## config.mk

```make
export PLATFORM = sky130hd
export DESIGN_NAME = spi_cmd_seq
export DESIGN_NICKNAME = d
export VERILOG_FILES = /design/src/rtl/spi_pkg.sv /design/src/rtl/sync_fifo.sv /design/src/rtl/spi_cmd_seq.sv
export SDC_FILE = /design/constraint.sdc
export NUM_CORES = 1
export LEC_CHECK = 0
export ABC_AREA = 1
export CORE_MARGIN = 5
export CORE_UTILIZATION = 30
export DETAILED_ROUTE_END_ITERATION = 8
export PLACE_DENSITY = 0.54
export SLEW_MARGIN = 20
export SYNTH_ARGS = -nofsm -noshare
export SYNTH_HDL_FRONTEND = slang
export SYNTH_HIERARCHICAL = 1
export SYNTH_SLANG_ARGS = --single-unit
```

## constraint.sdc

```tcl
create_clock -name clk -period 7.35 [get_ports clk]
set_input_delay 1.47 -clock clk [delete_from_list [all_inputs] [get_ports clk]]
set_output_delay 1.47 -clock clk [all_outputs]
set_load 0.01 [all_outputs]
```

## src/rtl/spi_pkg.sv

```systemverilog
// Shared types for the SPI command sequencer: FSM state encoding, default
// width, queue entry layouts and the transfer-length legality check.
package spi_pkg;

    localparam int SPI_MAXLEN_DEF = 32;
    localparam int NCLK_W_DEF     = $clog2(SPI_MAXLEN_DEF) + 1;

    typedef enum logic [1:0] {
        ST_IDLE      = 2'd0,
        ST_START     = 2'd1,
        ST_WAIT_DONE = 2'd2,
        ST_PUSH      = 2'd3
    } seq_state_e;

    // Entry layouts at the default width; the sequencer re-declares them
    // with its own SPI_MAXLEN so that non-default widths stay consistent.
    typedef struct packed {
        logic [NCLK_W_DEF-1:0]     nclks;
        logic [SPI_MAXLEN_DEF-1:0] data;
    } spi_cmd_t;

    typedef struct packed {
        logic [SPI_MAXLEN_DEF-1:0] data;
        logic                      err;
    } spi_rsp_t;

    function automatic logic nclks_ok(input int unsigned nclks, input int unsigned maxlen);
        return (nclks >= 32'd1) && (nclks <= maxlen);
    endfunction

endpackage

```

## src/rtl/sync_fifo.sv

```systemverilog
// Single-clock FIFO with first-word fall-through read data. A push while full
// is accepted only when paired with a pop in the same cycle.
module sync_fifo #(
    parameter int WIDTH = 8,
    parameter int DEPTH = 4
) (
    input  logic             clk,
    input  logic             srst,
    input  logic             push_i,
    input  logic             pop_i,
    input  logic [WIDTH-1:0] wdata_i,
    output logic [WIDTH-1:0] rdata_o,
    output logic             full_o,
    output logic             empty_o
);

    localparam int AW = $clog2(DEPTH);

    logic [WIDTH-1:0] mem_q [DEPTH];
    logic [AW-1:0]    wr_ptr_q;
    logic [AW-1:0]    rd_ptr_q;
    logic [AW:0]      cnt_q;
    logic             do_push_s;
    logic             do_pop_s;

    assign full_o    = (cnt_q == (AW+1)'(DEPTH));
    assign empty_o   = (cnt_q == '0);
    assign do_pop_s  = pop_i && !empty_o;
    assign do_push_s = push_i && (!full_o || do_pop_s);

    // Storage array, written only on an accepted push.
    always_ff @(posedge clk) begin
        if (do_push_s) begin
            mem_q[wr_ptr_q] <= wdata_i;
        end
    end

    // Pointers and occupancy.
    always_ff @(posedge clk) begin
        if (srst) begin
            wr_ptr_q <= '0;
            rd_ptr_q <= '0;
            cnt_q    <= '0;
        end else begin
            if (do_push_s) begin
                wr_ptr_q <= wr_ptr_q + AW'(1);
            end
            if (do_pop_s) begin
                rd_ptr_q <= rd_ptr_q + AW'(1);
            end
            case ({do_push_s, do_pop_s})
                2'b10:   cnt_q <= cnt_q + (AW+1)'(1);
                2'b01:   cnt_q <= cnt_q - (AW+1)'(1);
                default: cnt_q <= cnt_q;
            endcase
        end
    end

    // Head entry; an empty FIFO reads as zero so stale storage never leaks out.
    always_comb begin
        if (empty_o) begin
            rdata_o = '0;
        end else begin
            rdata_o = mem_q[rd_ptr_q];
        end
    end

endmodule

```

## src/rtl/spi_cmd_seq.sv

```systemverilog
// Queues host SPI commands, hands them one at a time to an external spi_drv
// through a rdy/start handshake, and returns captured MISO words in order.
module spi_cmd_seq
    import spi_pkg::*;
#(
    parameter int SPI_MAXLEN     = SPI_MAXLEN_DEF,
    parameter int FIFO_DEPTH     = 4,
    parameter int TIMEOUT_CYCLES = 4096
) (
    input  logic                          clk,
    input  logic                          sresetn,
    input  logic                          cmd_valid,
    output logic                          cmd_ready,
    input  logic [$clog2(SPI_MAXLEN):0]   cmd_nclks,
    input  logic [SPI_MAXLEN-1:0]         cmd_data,
    output logic                          rsp_valid,
    input  logic                          rsp_ready,
    output logic [SPI_MAXLEN-1:0]         rsp_data,
    output logic                          rsp_err,
    output logic                          start_cmd,
    output logic [$clog2(SPI_MAXLEN):0]   n_clks,
    output logic [SPI_MAXLEN-1:0]         tx_data,
    input  logic                          spi_drv_rdy,
    input  logic [SPI_MAXLEN-1:0]         rx_miso,
    output logic                          busy
);

    localparam int NW = $clog2(SPI_MAXLEN) + 1;
    localparam int CW = $clog2(TIMEOUT_CYCLES + 1);

    typedef struct packed {
        logic [NW-1:0]         nclks;
        logic [SPI_MAXLEN-1:0] data;
    } cmd_entry_t;

    typedef struct packed {
        logic [SPI_MAXLEN-1:0] data;
        logic                  err;
    } rsp_entry_t;

    seq_state_e            state_q, state_d;
    logic [NW-1:0]         n_clks_q, n_clks_d;
    logic [SPI_MAXLEN-1:0] tx_data_q, tx_data_d;
    logic [SPI_MAXLEN-1:0] rx_q, rx_d;
    logic [CW-1:0]         cnt_q, cnt_d;
    logic                  start_q;
    logic                  ready_q;

    cmd_entry_t cmd_wdata_s, cmd_head_s;
    rsp_entry_t rsp_wdata_s, rsp_head_s;
    logic       cmd_push_s, cmd_pop_s, cmd_full_s, cmd_empty_s;
    logic       rsp_push_s, rsp_pop_s, rsp_full_s, rsp_empty_s;
    logic       head_ok_s;
    logic       tmo_s;

    assign cmd_ready   = ready_q && !cmd_full_s;
    assign cmd_push_s  = cmd_valid && cmd_ready;
    assign cmd_wdata_s = {cmd_nclks, cmd_data};

    assign rsp_valid = !rsp_empty_s;
    assign rsp_pop_s = rsp_ready && rsp_valid;
    assign rsp_data  = rsp_head_s.data;
    assign rsp_err   = rsp_head_s.err;

    assign start_cmd = start_q;
    assign n_clks    = n_clks_q;
    assign tx_data   = tx_data_q;
    assign busy      = (state_q != ST_IDLE) || !cmd_empty_s;

    assign head_ok_s = nclks_ok(int'(cmd_head_s.nclks), SPI_MAXLEN);
    assign tmo_s     = (cnt_q == CW'(TIMEOUT_CYCLES - 1));

    sync_fifo #(
        .WIDTH (NW + SPI_MAXLEN),
        .DEPTH (FIFO_DEPTH)
    ) u_cmd_fifo (
        .clk     (clk),
        .srst    (sresetn),
        .push_i  (cmd_push_s),
        .pop_i   (cmd_pop_s),
        .wdata_i (cmd_wdata_s),
        .rdata_o (cmd_head_s),
        .full_o  (cmd_full_s),
        .empty_o (cmd_empty_s)
    );

    sync_fifo #(
        .WIDTH (SPI_MAXLEN + 1),
        .DEPTH (FIFO_DEPTH)
    ) u_rsp_fifo (
        .clk     (clk),
        .srst    (sresetn),
        .push_i  (rsp_push_s),
        .pop_i   (rsp_pop_s),
        .wdata_i (rsp_wdata_s),
        .rdata_o (rsp_head_s),
        .full_o  (rsp_full_s),
        .empty_o (rsp_empty_s)
    );

    // Next-state, queue handshakes and response formation.
    always_comb begin
        state_d     = state_q;
        n_clks_d    = n_clks_q;
        tx_data_d   = tx_data_q;
        rx_d        = rx_q;
        cnt_d       = cnt_q;
        cmd_pop_s   = 1'b0;
        rsp_push_s  = 1'b0;
        rsp_wdata_s = '0;

        case (state_q)
            ST_IDLE: begin
                // A start is only issued with room reserved for its response.
                if (!cmd_empty_s && !rsp_full_s) begin
                    if (!head_ok_s) begin
                        cmd_pop_s       = 1'b1;
                        rsp_push_s      = 1'b1;
                        rsp_wdata_s.err = 1'b1;
                    end else if (spi_drv_rdy) begin
                        cmd_pop_s = 1'b1;
                        n_clks_d  = cmd_head_s.nclks;
                        tx_data_d = cmd_head_s.data;
                        cnt_d     = '0;
                        state_d   = ST_START;
                    end else begin
                        state_d = ST_IDLE;
                    end
                end else begin
                    state_d = ST_IDLE;
                end
            end
            ST_START: begin
                if (!spi_drv_rdy) begin
                    cnt_d   = '0;
                    state_d = ST_WAIT_DONE;
                end else if (tmo_s) begin
                    rsp_push_s      = 1'b1;
                    rsp_wdata_s.err = 1'b1;
                    state_d         = ST_IDLE;
                end else begin
                    cnt_d = cnt_q + CW'(1);
                end
            end
            ST_WAIT_DONE: begin
                if (spi_drv_rdy) begin
                    rx_d    = rx_miso;
                    state_d = ST_PUSH;
                end else if (tmo_s) begin
                    rsp_push_s      = 1'b1;
                    rsp_wdata_s.err = 1'b1;
                    state_d         = ST_IDLE;
                end else begin
                    cnt_d = cnt_q + CW'(1);
                end
            end
            ST_PUSH: begin
                rsp_push_s       = 1'b1;
                rsp_wdata_s.data = rx_q;
                state_d          = ST_IDLE;
            end
            default: begin
                state_d = ST_IDLE;
            end
        endcase
    end

    // Sequencer state and registered driver-facing outputs.
    always_ff @(posedge clk) begin
        if (sresetn) begin
            state_q   <= ST_IDLE;
            n_clks_q  <= '0;
            tx_data_q <= '0;
            rx_q      <= '0;
            cnt_q     <= '0;
            start_q   <= 1'b0;
            ready_q   <= 1'b0;
        end else begin
            state_q   <= state_d;
            n_clks_q  <= n_clks_d;
            tx_data_q <= tx_data_d;
            rx_q      <= rx_d;
            cnt_q     <= cnt_d;
            start_q   <= (state_d == ST_START);
            ready_q   <= 1'b1;
        end
    end

endmodule

```

==> Yosys cells after proc, flatten, opt, wreduce, memory -nomap -nowiden <==
Memories as Yosys holds them, arrays and structs flattened. A register that Yosys moved wholly into a read port is not among the register bits.
Index checks and enable logic that the tools add are counted.
{ "totals": {"memories": 2, "ramBits": 284, "wordCells": 106, "inputBits": 75, "out_inout_bits": 75, "regBits": 101} }
{ "op_classes": {"eq_ne": 15, "muxes": 39, "add_sub_neg": 9, "n_reduce_logical": 26, "n_lt_le_gt_ge": 2} }
{ "mem_list": {"columns": ["memory", "depth", "width", "rd", "rd_ports_with_merged_regs", "write_ports", "line", "rtl"], "rows": [
  ["u_cmd_fifo.mem_q", 4, 38, 1, 1, 1, "sync_fifo.sv:19", "logic [WIDTH-1:0] mem_q [DEPTH];"],
  ["u_rsp_fifo.mem_q", 4, 33, 1, 1, 1, "sync_fifo.sv:19", null]
]} }
{ "op_table": {"columns": ["cell", "n"], "rows": [
  ["13-bit 2-to-1 mux", 6],
  ["13-bit case mux with 3 select lines", 1],
  ["38-bit 2-to-1 mux", 1],
  ["33-bit 2-to-1 mux", 1],
  ["32-bit 2-to-1 mux", 1],
  ["2-bit 2-to-1 mux", 9],
  ["1-bit 2-to-1 mux", 15],
  ["13-bit by 1-bit adder with 13-bit output (second input constant)", 1],
  ["13-bit by 12-bit == test with 1-bit output (second input constant)", 1],
  ["3-bit case mux with 2 select lines", 2],
  ["1-bit logical AND", 9],
  ["2-bit by 1-bit adder with 2-bit output (second input constant)", 4],
  ["2-bit by 1-bit == test with 1-bit output (second input constant)", 4],
  ["2-bit == test (second input constant)", 4],
  ["2-bit inequality test (second input constant)", 4],
  ["2-bit case mux with 4 select lines", 1],
  ["3-bit by 1-bit adder with 3-bit output (second input constant)", 2],
  ["3-bit == test (second input constant)", 2],
  ["6-bit by 1-bit >= comparator with 1-bit output (second input constant)", 1],
  ["6-bit <= comparator (second input constant)", 1],
  ["3-bit logical NOT", 2],
  ["2-bit nonzero test", 3],
  ["3-bit by 1-bit subtractor with 3-bit output (second input constant)", 2],
  ["5-bit AND reduction", 1],
  ["other kinds (8)", 13]
]} }

==> Depth between registers and ports, before layout <==
{ "depth": {"ltp_word": 12, "mapped_depth": 27, "ltp_nobuf": 24} }

==> Hierarchy <==
The synthesis kept the hierarchy.
{ "modules_own_cells": {"columns": ["mod", "n_inst", "area_each_um2", "seq_area_each_um2", "cells_per_inst"], "rows": [
  ["sync_fifo (u_cmd_fifo)", 1, 6443.7, 4744.6, 523],
  ["sync_fifo (u_rsp_fifo)", 1, 5602.9, 4144.0, 463],
  ["spi_cmd_seq", 1, 3930.0, 1741.7, 577]
]} }

==> Worst setup path after synthesis <==
No wires, ideal clock.
{ "synth_path": {"path_kind": "input -> register", "startpoint": "input cmd_valid", "endpoint": "memory u_cmd_fifo/mem_q[0][0] in the netlist's numbering, enable pin", "required_ps": 6917, "path_slack_ps": 3255, "path_stages": 3, "n_path_buf": 0, "arrival_time_ps": 3661, "setup_time_ps": 433, "path_cell_list": "nor3b_1 -> nand2_1 -> nor2_1"} }
{ "synth_via": {"elab_chain_cells": 4} }
{ "synth_lines": {"columns": ["element", "line", "rtl"], "rows": [
  ["start, declared", "spi_cmd_seq.sv:12", "input logic cmd_valid,"],
  ["1-bit logical AND", "spi_cmd_seq.sv:57", "assign cmd_push_s = cmd_valid && cmd_ready;"],
  ["1-bit logical AND", "sync_fifo.sv:29", "assign do_push_s = push_i && (!full_o || do_pop_s);"],
  ["1-bit 2-to-1 mux", "sync_fifo.sv:33", "if (do_push_s) begin"],
  ["1-bit 2-to-1 mux (implied by the code)", "sync_fifo.sv:34", "mem_q[wr_ptr_q] <= wdata_i;"],
  ["end, declared", "sync_fifo.sv:19", null]
]} }
No other way between the ends.

==> impl_metrics.py <==
metrics = {
    "power_and_ir_drop": {
        "power_density_nw_per_um2": 349,
        "p_leak_nw": 7.15,
        "irDropWorstVdd_mv": 0.189,
        "power_mw": 6.82,
    },
    "clock_tree": {
        "htree_num_levels": 2,
        "numCtsBuffers": 43,
        "clock_latency_ns": 0.55,
        "path_clk_slew_ns": 0.06,
        "cts_tree": "yes",
        "ctsHoldBuffers": 0,
        "cts_sinks": 389,
        "cts_resized": 0,
        "clock_path_buffers": 3,
        "cts_root_buf": "clkbuf_16",
        "post-cts-setup-buffers": 0,
    },
    "yosys": {
        "yosys.area.top_type": "edfxtp_1",
        "syn_nets": 1656,
        "synth_mux_area_frac": 0,
        "syn_area_sq_um": 16000,
        "synth_seq_cells": 389,
        "ys.warnings.count": 6,
        "synthArstFlopShare": 0,
        "synthXorXnorAreaFrac": 0.000548,
        "synth_cells": 1563,
        "synth.avg_cell_area_sq_um": 10.2,
        "ys_types": 33,
        "synth_area_leaders": "edfxtp_1 53%, dfxtp_1 13%, nor2_1 11%, o21ai_0 4.4%, nand2_1 3.1%",
        "synth_top_family_by_area": "simple AND/OR/NAND/NOR gates",
        "ys_top_cells_by_count": "460 x nor2_1, 284 x edfxtp_1, 142 x o21ai_0",
        "yosysTopAreaCellShare": 0.534,
        "synthSimpleGateAreaFrac": 0.160,
        "synth_compound_area_frac": 0.101,
        "yosysMostFrequentCell": "nor2_1",
        "synth_adder_area_share": 0.0150,
        "ys.flop_type": "edfxtp_1",
        "synth-edff-count": 284,
        "yosysSeqAreaShare": 0.665,
    },
    "flow_run": {
        "maxCapViolations": 0,
    },
    "grt": {
        "overflow": 0,
        "grt_max_degree": 78,
        "met2_usage": 0.221,
        "grt_pass1_vias": 11000,
        "top_usage_layer": "met2",
        "antenna_found_initial": 4,
        "grt_use_met3": 0.0304,
        "met1_usage": 0.167,
        "grt_usage": 0.130,
        "grt_first_pass_wirelength_um": 60000,
    },
    "worst_setup_path": {
        "worstSetupPathType": "reg -> reg",
        "worst-path-buf-inv": 8,
        "worst_path_dominant_cell_family": "buffers and inverters",
        "worstPathMaxFanout": 77,
        "rr_worst_depth": 25,
        "cpPeakStageDelay_ns": 0.63,
        "worstSetupEndpointType": "flip-flop",
        "worstSetupStartpointType": "flip-flop",
        "slowest_stage": "buf_4",
        "cp_num_cells": 25,
        "worstPathArrival_ns": 5.06,
        "critical_path.most_common_cell": "nand2_1",
        "r2r_setup_slack_ns": 2.73,
        "rr_endpoint": "u_cmd_fifo/cnt_q[2]",
        "critPathRequiredTime_ns": 7.80,
    },
    "cells_and_area": {
        "stdcell_area_sq_um": 19500,
        "drive_gt1_frac": 0.0717,
        "stdcell_count": 2419,
        "areaGrowthSynthToFinish_pct": 22.3,
        "fin_nets": 1789,
        "postLayoutCoreUtil": 0.371,
    },
    "timing": {
        "drv_slew": 0,
        "worstMarginPinSlew_ns": 1.06,
        "hold_violations": 0,
        "fin_skew_ns": 0.0137,
        "period_share": 0.628,
        "finalCriticalPeriod_ns": 4.62,
        "setup_violations": 0,
        "rsz0062_at_grt": "false",
        "tns_ns": 0,
        "max_freq_mhz": 217,
        "slew_headroom": 0.288,
    },
    "die": {
        "placementRows": 84,
        "dieHeight_um": 241,
        "initial_core_util": 0.303,
        "io_pins": 150,
        "die_area_sq_um": 58000,
        "coreArea_sq_um": 52700,
        "die_w_um": 241,
    },
    "route": {
        "routed_wl_um": 38400,
        "drtPass1Iterations": 6,
        "post_drt_wl_per_cell_um": 15.9,
        "drtAntennaViolNets": 0,
        "drc": 0,
        "drt_iter0_drc": 594,
        "vias_per_cell": 4.53,
        "via_count": 11000,
    },
    "place": {
        "dp.cells": 2338,
        "portBuffers": 149,
        "hpwlAfterDp_um": 23600,
        "postPlaceCellArea_sq_um": 18100,
        "gp_congestion": 0.757,
    },
    "status": {
        "status": "finished clean",
    },
    "hold_path": {
        "hold_path.class": "reg -> reg",
        "whs_path_depth": 2,
        "min_to": "n_clks[5]",
        "hold_start": "n_clks[5]",
    },
}
[power breakdown]
part	total, mW	internal (mW)	switching [mW]	leakage, nW
combinational	1.80	0.664	1.14	3.12
sequential	2.83	2.70	0.128	3.31
clock	2.19	1.34	0.848	0.721
total	6.82	4.71	2.11	7.15
[stage by stage]
step	hold slack [ns]	worst slack, ns
3_3_place_gp	0.462	2.85
3_5_place_dp	0.470	2.71
6_report	0.474	2.73
2_1_floorplan	0.450	3.26
5_1_grt	0.496	2.21
4_1_cts	0.480	2.72
[cell type report]
class                   instances  area (sq um)
flip-flops and latches        389         10600
diodes                          1          2.50
well taps                     688           861
inverters                     112           422
repair buffers                167          1690
multi-input cells             983          4480
fillers                      5110         33100
clock buffers                  62          1270
clock inverters                17           185
[how the worst max path moves through the flow]
stage,from,slack [ns],to
floorplan,cmd_valid,3.26,u_cmd_fifo/mem_q[0][0]
global placement,flip-flop,2.85,u_cmd_fifo/cnt_q[2]
detailed placement,flip-flop,2.71,u_cmd_fifo/cnt_q[2]
CTS,flip-flop,2.72,u_cmd_fifo/cnt_q[2]
global route,flip-flop,2.21,u_cmd_fifo/cnt_q[2]
finish,flip-flop,2.73,u_cmd_fifo/cnt_q[2]
[registers in the layout (all words and copies together), names as in the netlist, 3 cells and up, named ones only]
| register | count |
|---|---|
| rx_q | 32 |
| cnt_q | 13 |
| n_clks | 6 |
| u_cmd_fifo/mem_q | 152 |
| u_rsp_fifo/mem_q | 132 |
| u_rsp_fifo/cnt_q | 3 |
| u_cmd_fifo/cnt_q | 3 |
| tx_data | 32 |
[worst register-to-register path: cells and delay by family (launching register included)]
family | cells | cell delay (ns)
AO/OA/AOI/OAI | 2 | 0.34
adder cells (fa/ha/maj) | 2 | 0.63
buffers and inverters | 8 | 1.77
flip-flops | 1 | 0.31
AND/OR/NAND/NOR | 13 | 1.50
[cell families (layout without fill, tap and decap cells)]
group / Yosys count / after routing
XOR/XNOR: 1 / 1
buffers and inverters: 191 / 358
AO/OA/AOI/OAI: 320 / 320
other: 0 / 1
flip-flops: 389 / 389
adder cells (fa/ha/maj): 18 / 18
AND/OR/NAND/NOR: 644 / 644
[per-layer routing]
layer,wire length [um],part of all wire,vias up
li1,-,-,5487
met1,17200,0.45,5170
met2,18200,0.47,256
met3,2190,0.057,51
met4,767,0.020,2
met5,13,0.00034,-
[placed cells by master, fill, tap and decap left out, types with 46 or more instances in the layout]
cell / instances
inv_1: 104
a21oi_1: 89
clkbuf_16: 46
edfxtp_1: 284
dfxtp_1: 102
nor2_1: 452
nand2_1: 133
o21ai_0: 142
clkdlybuf4s50_1: 149
o21ai_1: 85
No activity file was read; power rests on OpenSTA's default activity.
